**config.mk**
```make
export PLATFORM = sky130hd
export DESIGN_NAME = aes_key_expansion_ctrl
export DESIGN_NICKNAME = d
export VERILOG_FILES = /design/src/rtl/aes_key_expansion_ctrl.sv
export SDC_FILE = /design/constraint.sdc
export NUM_CORES = 2
export LEC_CHECK = 0
export CORE_UTILIZATION = 28
export CTS_BUF_LIST = sky130_fd_sc_hd__clkbuf_4
export DETAILED_ROUTE_END_ITERATION = 8
export GPL_TIMING_DRIVEN = 0
export MAX_ROUTING_LAYER = met4
export PLACE_DENSITY_LB_ADDON = 0.05
export SYNTH_ARGS = -nofsm -noshare
export SYNTH_HDL_FRONTEND = slang
export SYNTH_SLANG_ARGS = --single-unit
```
**constraint.sdc**
```tcl
create_clock -name clk -period 116.6 [get_ports clk]
set_input_delay 11.66 -clock clk [delete_from_list [all_inputs] [get_ports clk]]
set_output_delay 11.66 -clock clk [all_outputs]
set_load 0.02 [all_outputs]
```
**src/rtl/aes_key_expansion_ctrl.sv**
```systemverilog
// -----------------------------------------------------------------------------
// aes_key_expansion_ctrl
//
// Sequential AES-128 key expansion. A single shared round-key stage
// (RotWord, SubWord, Rcon, XOR chain) is applied once per round to turn the
// cipher key into round keys 0..10. Each key is streamed on rk_out as it is
// produced and written into an 11-entry table that can be read by index.
//
// Build option:
//   KEYSCHED_SBOX_PIPE_EN  - when defined, registers SubWord(RotWord(w3))^Rcon
//                            in an extra SUB state, so each round takes two
//                            cycles. When undefined, one round per cycle.
//
// Ports:
//   clk         rising-edge clock
//   reset       asynchronous, active-high reset
//   start       request expansion (only honoured when not busy, or on the
//               closing edge of a run for back-to-back operation)
//   key_in      128-bit cipher key, word 0 = [127:96]
//   busy        expansion in progress
//   rk_valid    rk_out/rk_round carry a newly generated round key
//   rk_round    index of the round key on rk_out
//   rk_out      current round key
//   done        one-cycle pulse alongside round 10
//   keys_ready  table holds a complete schedule
//   rd_idx      table read index
//   rd_key      table entry rd_idx, combinational; 0 when rd_idx > 10
// -----------------------------------------------------------------------------
module aes_key_expansion_ctrl #(
    parameter int NROUNDS = 10
) (
    input  logic         clk,
    input  logic         reset,
    input  logic         start,
    input  logic [127:0] key_in,
    output logic         busy,
    output logic         rk_valid,
    output logic [3:0]   rk_round,
    output logic [127:0] rk_out,
    output logic         done,
    output logic         keys_ready,
    input  logic [3:0]   rd_idx,
    output logic [127:0] rd_key
);

    localparam logic [3:0] LAST_ROUND = 4'(NROUNDS);

`ifdef KEYSCHED_SBOX_PIPE_EN
    typedef enum logic [1:0] {IDLE, EXPAND, SUB} state_t;
    localparam state_t FIRST_STATE = SUB;
`else
    typedef enum logic [1:0] {IDLE, EXPAND} state_t;
    localparam state_t FIRST_STATE = EXPAND;
`endif

    localparam logic [7:0] SBOX [256] = '{
        8'h63, 8'h7c, 8'h77, 8'h7b, 8'hf2, 8'h6b, 8'h6f, 8'hc5, 8'h30, 8'h01, 8'h67, 8'h2b, 8'hfe, 8'hd7, 8'hab, 8'h76,
        8'hca, 8'h82, 8'hc9, 8'h7d, 8'hfa, 8'h59, 8'h47, 8'hf0, 8'had, 8'hd4, 8'ha2, 8'haf, 8'h9c, 8'ha4, 8'h72, 8'hc0,
        8'hb7, 8'hfd, 8'h93, 8'h26, 8'h36, 8'h3f, 8'hf7, 8'hcc, 8'h34, 8'ha5, 8'he5, 8'hf1, 8'h71, 8'hd8, 8'h31, 8'h15,
        8'h04, 8'hc7, 8'h23, 8'hc3, 8'h18, 8'h96, 8'h05, 8'h9a, 8'h07, 8'h12, 8'h80, 8'he2, 8'heb, 8'h27, 8'hb2, 8'h75,
        8'h09, 8'h83, 8'h2c, 8'h1a, 8'h1b, 8'h6e, 8'h5a, 8'ha0, 8'h52, 8'h3b, 8'hd6, 8'hb3, 8'h29, 8'he3, 8'h2f, 8'h84,
        8'h53, 8'hd1, 8'h00, 8'hed, 8'h20, 8'hfc, 8'hb1, 8'h5b, 8'h6a, 8'hcb, 8'hbe, 8'h39, 8'h4a, 8'h4c, 8'h58, 8'hcf,
        8'hd0, 8'hef, 8'haa, 8'hfb, 8'h43, 8'h4d, 8'h33, 8'h85, 8'h45, 8'hf9, 8'h02, 8'h7f, 8'h50, 8'h3c, 8'h9f, 8'ha8,
        8'h51, 8'ha3, 8'h40, 8'h8f, 8'h92, 8'h9d, 8'h38, 8'hf5, 8'hbc, 8'hb6, 8'hda, 8'h21, 8'h10, 8'hff, 8'hf3, 8'hd2,
        8'hcd, 8'h0c, 8'h13, 8'hec, 8'h5f, 8'h97, 8'h44, 8'h17, 8'hc4, 8'ha7, 8'h7e, 8'h3d, 8'h64, 8'h5d, 8'h19, 8'h73,
        8'h60, 8'h81, 8'h4f, 8'hdc, 8'h22, 8'h2a, 8'h90, 8'h88, 8'h46, 8'hee, 8'hb8, 8'h14, 8'hde, 8'h5e, 8'h0b, 8'hdb,
        8'he0, 8'h32, 8'h3a, 8'h0a, 8'h49, 8'h06, 8'h24, 8'h5c, 8'hc2, 8'hd3, 8'hac, 8'h62, 8'h91, 8'h95, 8'he4, 8'h79,
        8'he7, 8'hc8, 8'h37, 8'h6d, 8'h8d, 8'hd5, 8'h4e, 8'ha9, 8'h6c, 8'h56, 8'hf4, 8'hea, 8'h65, 8'h7a, 8'hae, 8'h08,
        8'hba, 8'h78, 8'h25, 8'h2e, 8'h1c, 8'ha6, 8'hb4, 8'hc6, 8'he8, 8'hdd, 8'h74, 8'h1f, 8'h4b, 8'hbd, 8'h8b, 8'h8a,
        8'h70, 8'h3e, 8'hb5, 8'h66, 8'h48, 8'h03, 8'hf6, 8'h0e, 8'h61, 8'h35, 8'h57, 8'hb9, 8'h86, 8'hc1, 8'h1d, 8'h9e,
        8'he1, 8'hf8, 8'h98, 8'h11, 8'h69, 8'hd9, 8'h8e, 8'h94, 8'h9b, 8'h1e, 8'h87, 8'he9, 8'hce, 8'h55, 8'h28, 8'hdf,
        8'h8c, 8'ha1, 8'h89, 8'h0d, 8'hbf, 8'he6, 8'h42, 8'h68, 8'h41, 8'h99, 8'h2d, 8'h0f, 8'hb0, 8'h54, 8'hbb, 8'h16
    };

    function automatic logic [31:0] sub_word(input logic [31:0] w);
        return {SBOX[w[31:24]], SBOX[w[23:16]], SBOX[w[15:8]], SBOX[w[7:0]]};
    endfunction

    function automatic logic [7:0] rcon(input logic [3:0] r);
        case (r)
            4'd1:    return 8'h01;
            4'd2:    return 8'h02;
            4'd3:    return 8'h04;
            4'd4:    return 8'h08;
            4'd5:    return 8'h10;
            4'd6:    return 8'h20;
            4'd7:    return 8'h40;
            4'd8:    return 8'h80;
            4'd9:    return 8'h1b;
            4'd10:   return 8'h36;
            default: return 8'h00;
        endcase
    endfunction

    state_t         state_q;
    logic           busy_q;
    logic           rk_valid_q;
    logic [3:0]     rk_round_q;
    logic [127:0]   rk_out_q;
    logic           done_q;
    logic           keys_ready_q;
    logic [127:0]   rk_table_q [0:NROUNDS];

    logic [3:0]     next_round_d;
    logic [31:0]    t_d;
    logic [31:0]    t_use;
    logic [127:0]   round_key_d;
    logic           accept;

    assign next_round_d = rk_round_q + 4'd1;

    // t depends only on w3 of the current key and the round number, so it
    // is the natural place to cut the path when the S-box is pipelined.
    assign t_d = sub_word({rk_out_q[23:0], rk_out_q[31:24]}) ^ {rcon(next_round_d), 24'h0};

`ifdef KEYSCHED_SBOX_PIPE_EN
    logic [31:0] t_q;
    assign t_use = t_q;
`else
    assign t_use = t_d;
`endif

    always_comb begin
        round_key_d[127:96] = rk_out_q[127:96] ^ t_use;
        round_key_d[95:64]  = rk_out_q[95:64]  ^ round_key_d[127:96];
        round_key_d[63:32]  = rk_out_q[63:32]  ^ round_key_d[95:64];
        round_key_d[31:0]   = rk_out_q[31:0]   ^ round_key_d[63:32];
    end

    // The closing edge of a run (done_q high) doubles as an IDLE sample so
    // back-to-back runs need no dead cycle; every other busy cycle ignores start.
    assign accept = start && ((state_q == IDLE) || done_q);

    always_ff @(posedge clk or posedge reset) begin
        if (reset) begin
            state_q      <= IDLE;
            busy_q       <= 1'b0;
            rk_valid_q   <= 1'b0;
            rk_round_q   <= 4'd0;
            rk_out_q     <= '0;
            done_q       <= 1'b0;
            keys_ready_q <= 1'b0;
`ifdef KEYSCHED_SBOX_PIPE_EN
            t_q          <= '0;
`endif
            // NOTE: the table is reset entry by entry because a reset must
            // leave it reading back zero; a RAM macro could not do this.
            for (int i = 0; i <= NROUNDS; i++) begin
                rk_table_q[i] <= '0;
            end
        end else if (accept) begin
            state_q       <= FIRST_STATE;
            busy_q        <= 1'b1;
            rk_valid_q    <= 1'b1;
            rk_round_q    <= 4'd0;
            rk_out_q      <= key_in;
            done_q        <= 1'b0;
            keys_ready_q  <= 1'b0;
            rk_table_q[0] <= key_in;
        end else if (done_q) begin
            state_q      <= IDLE;
            busy_q       <= 1'b0;
            rk_valid_q   <= 1'b0;
            done_q       <= 1'b0;
            keys_ready_q <= 1'b1;
        end else begin
            case (state_q)
                EXPAND: begin
                    rk_out_q                 <= round_key_d;
                    rk_round_q               <= next_round_d;
                    rk_valid_q               <= 1'b1;
                    done_q                   <= (next_round_d == LAST_ROUND);
                    rk_table_q[next_round_d] <= round_key_d;
`ifdef KEYSCHED_SBOX_PIPE_EN
                    state_q                  <= SUB;
`endif
                end
`ifdef KEYSCHED_SBOX_PIPE_EN
                SUB: begin
                    t_q        <= t_d;
                    rk_valid_q <= 1'b0;
                    state_q    <= EXPAND;
                end
`endif
                default: begin
                    state_q <= IDLE;
                end
            endcase
        end
    end

    assign busy       = busy_q;
    assign rk_valid   = rk_valid_q;
    assign rk_round   = rk_round_q;
    assign rk_out     = rk_out_q;
    assign done       = done_q;
    assign keys_ready = keys_ready_q;
    assign rd_key     = (rd_idx <= LAST_ROUND) ? rk_table_q[rd_idx] : '0;

endmodule

```
==> results.md <==
- Status: finished, violations left
- Failing checks: max-capacitance violations, max-slew violations
- Kind of critical path: primary input to primary output
- Detail Route Antenna Nets: 0
- Syn. warnings: 0
- FFs w/ async S/R, synth: between 90% and 100%
- Core area: 298,000 µm²
- Max Cap Viol: 6
- Finished Layout Cells: approximately 14,000
- WL final: about 520 mm
- Via density: between 5 and 6
- Mean Syn Cell Area: ~9.4 µm²
- Nets: 10,100
- Worst EP arrival: 17.12 ns
- Synth top area share: 46.0%
- Largest cells by area after synthesis: dfrtp_1, o21ai_0, mux4_2
- CTS tree: built
- RD Place Congestion: ~0.96
- Reg2reg start: rk_out[8]
- Filler instances: ~31,000
- Final setup margin: just under 90 ns
- Total track usage: 35.1%
- Clock root cell: clkbuf_4
- Setup TNS: 0 ns
- CP startpoint kind: primary input
- RSZ-0062 raised after global routing: false
- Pin count of the biggest net entering global routing: 120
- Vias: 81,800
- First-pass GRT wire length: 708 mm
- Worst slew pin tran: between 1.5 and 2 ns
- Post-synthesis register bit count: 1,545
- Fmax: approximately 35 MHz
- CP required: 104.94 ns
- Area leader, netlist: dfrtp_1
- Boundary Pins: between 300 and 400
- Ys flop type: dfrtp_1
- 1st-iter DRT viols: 8,234
- CTS H-Tree Depth: 5
- Post-synth cell types: 95
- Slew headroom: -8.31%
- Min cycle time layout: 28.78 ns
- CTS Buf Count: around 440
- Max-slew violation count: 59
- EDFF count, synth: 0
- Drt drc: 0
- CTS-repair resized insts: 0
- Layout area overhead: 18.9%
- Post CTS Setup Buffer Count: 0
- Cells after synthesis: 8,976
- Period utilisation layout: about a quarter
- Initial antenna violation count: 58
- Clock slew at reported path FFs: 0.06 ns
- Detail Placement HPWL: 396 mm
- Die W: 550 µm
- Ratio of cells with drive above 1 in the final layout: a little over an eighth
- R2R Path End: rk_out[21]
- Wire length per cell: ~37 µm
- Final setup fails: 0
- Max Fanout on Critical Path: 10
- Worst Reg-to-Reg Cells: 17
- Placed Cells: 13,400
- Worst Hold Class: register to register
- Post-CTS Hold Fix Bufs: 0
- Die area: 302,000 µm²
- Pre-CTS setup slack: 87.90 ns
- Num Clock Sinks: 1,545
- Synthesized area: 84,000 µm²
- Sequential fraction of the synthesis area: between 40% and 50%
- Longest Clk Path Bufs: 4
- IO Port Bufs: 395
- Worst setup path endpoint: rd_key[111]
- Fin. Hold Viols: 0
- GR Overflow Total: 0
- Worst-Skew Late Latency: 1.35 ns
- Element type at the critical path end: primary output
- Post-synthesis net count: 9,171
- Worst Setup SP: rd_idx[0]
- Clock Skews: 0.121 ns
- Initial Util: 28.2%
- Core Rows: 200
- Vias in the first global route: 80,800
- DRT Pass-1 Iters: 6
- Slack of the worst reg-to-reg path: 106.72 ns
- Die H: approximately 550 µm
## cell type report
class,instances,area (µm²),share of cell area [%]
multi-input cells,6419,41400,41.5
flip-flops and latches,1545,38700,38.7
repair buffers,455,5100,5.11
clock buffers,661,4960,4.97
well taps,3939,4930,4.93
plain buffers,941,3870,3.87
clock inverters,110,559,0.560
inverters,71,274,0.274
diodes,37,92.6,0.0927
## sequential cells by signal, indices dropped and copies added, names as in the netlist
| signal | count |
|---|---|
| keys_ready | 1 |
| rk_out | 128 |
| state_q | 1 |
| rk_round | 4 |
| rk_table_q | 1408 |
| busy | 1 |
| done | 1 |
| rk_valid | 1 |
## Yosys cell counts (all sizes together), types with 22 or more instances
| cell type | instances |
|---|---|
| xnor2 | 122 |
| or2 | 35 |
| inv | 60 |
| xor2 | 64 |
| nor2 | 394 |
| ha | 60 |
| and2 | 35 |
| o31ai | 34 |
| dfrtp | 1545 |
| mux2i | 341 |
| a22oi | 116 |
| a21o | 35 |
| nand3 | 130 |
| a311oi | 38 |
| clkbuf | 713 |
| nand2b | 107 |
| o211ai | 65 |
| and3 | 26 |
| a221oi | 26 |
| o22ai | 183 |
| o311ai | 35 |
| nand2 | 1464 |
| buf | 228 |
| nor3 | 105 |
| o221ai | 22 |
| a211oi | 72 |
| a31oi | 48 |
| mux4 | 288 |
| o21ai | 1582 |
| nor2b | 102 |
| a211o | 42 |
| a21oi | 528 |
## metrics by stage
step	util (%)	instance area, µm²	hold WS, ns
6_report	33.6	99900	0.474
5_1_grt	33.6	99800	0.495
4_1_cts	33.5	99700	0.478
3_5_place_dp	31.7	94200	0.465
3_3_place_gp	31.2	92900	0.456
2_1_floorplan	-	84000	0.445
## cells in the final DEF, fill, tap and decap left out, types with 104 or more instances in the layout
| master | count |
|---|---|
| a22oi_1 | 116 |
| nor2_1 | 393 |
| mux2i_1 | 339 |
| clkbuf_1 | 671 |
| mux4_2 | 288 |
| buf_2 | 106 |
| o21ai_0 | 1559 |
| clkbuf_4 | 661 |
| a21oi_1 | 528 |
| o22ai_1 | 183 |
| nand2_1 | 1463 |
| nand2b_1 | 106 |
| dfrtp_1 | 1545 |
| nand3_1 | 130 |
| nor3_1 | 104 |
| clkdlybuf4s50_1 | 395 |
## worst max-delay path, cell delays in order
cell             delay (ns)
clkbuf_1               0.81
clkbuf_2               0.86
buf_1                  0.89
nand2_1                0.12
nand3b_1               0.15
clkbuf_1               0.75
clkbuf_1               0.70
o22ai_1                0.42
clkdlybuf4s50_1        0.71
## layer usage
metal / part of all wire [%] / routed length [µm] / global-route usage (%)
met5: 0 / 0 / -
met4: 5.9 / 30900 / 17.6
met3: 7.4 / 38600 / 6.90
met2: 45 / 235000 / 53.1
met1: 42 / 219000 / 44.5
## how the worst min path moves through the flow
stage                          start          endpoint  slack [ns]  depth (start not counted)
detailed placement   rk_table_q[516]   rk_table_q[516]        0.46                          2
CTS                 rk_table_q[1018]  rk_table_q[1018]        0.48                          2
floorplan           rk_table_q[1024]  rk_table_q[1024]        0.44                          2
global placement     rk_table_q[649]   rk_table_q[649]        0.46                          2
global route         rk_table_q[684]   rk_table_q[684]        0.50                          2
finish               rk_table_q[969]   rk_table_q[969]        0.47                          2
## logic make-up (layout without fill, tap and decap cells)
group | after synthesis | count (layout) | synth area share (%)
AO/OA/AOI/OAI | 3033 | 3033 | 21.2
XOR/XNOR | 189 | 189 | 2.17
adder cells (fa/ha/maj) | 60 | 60 | 0.894
buffers and inverters | 1012 | 2238 | 4.86
flip-flops | 1545 | 1545 | 46.0
multiplexers | 648 | 648 | 12.0
other | 0 | 37 | 0
AND/OR/NAND/NOR | 2489 | 2489 | 12.8
Power is left out: the tool's default activity adds up to more than one toggle a clock period on the data nets, which glitch-free logic cannot reach.
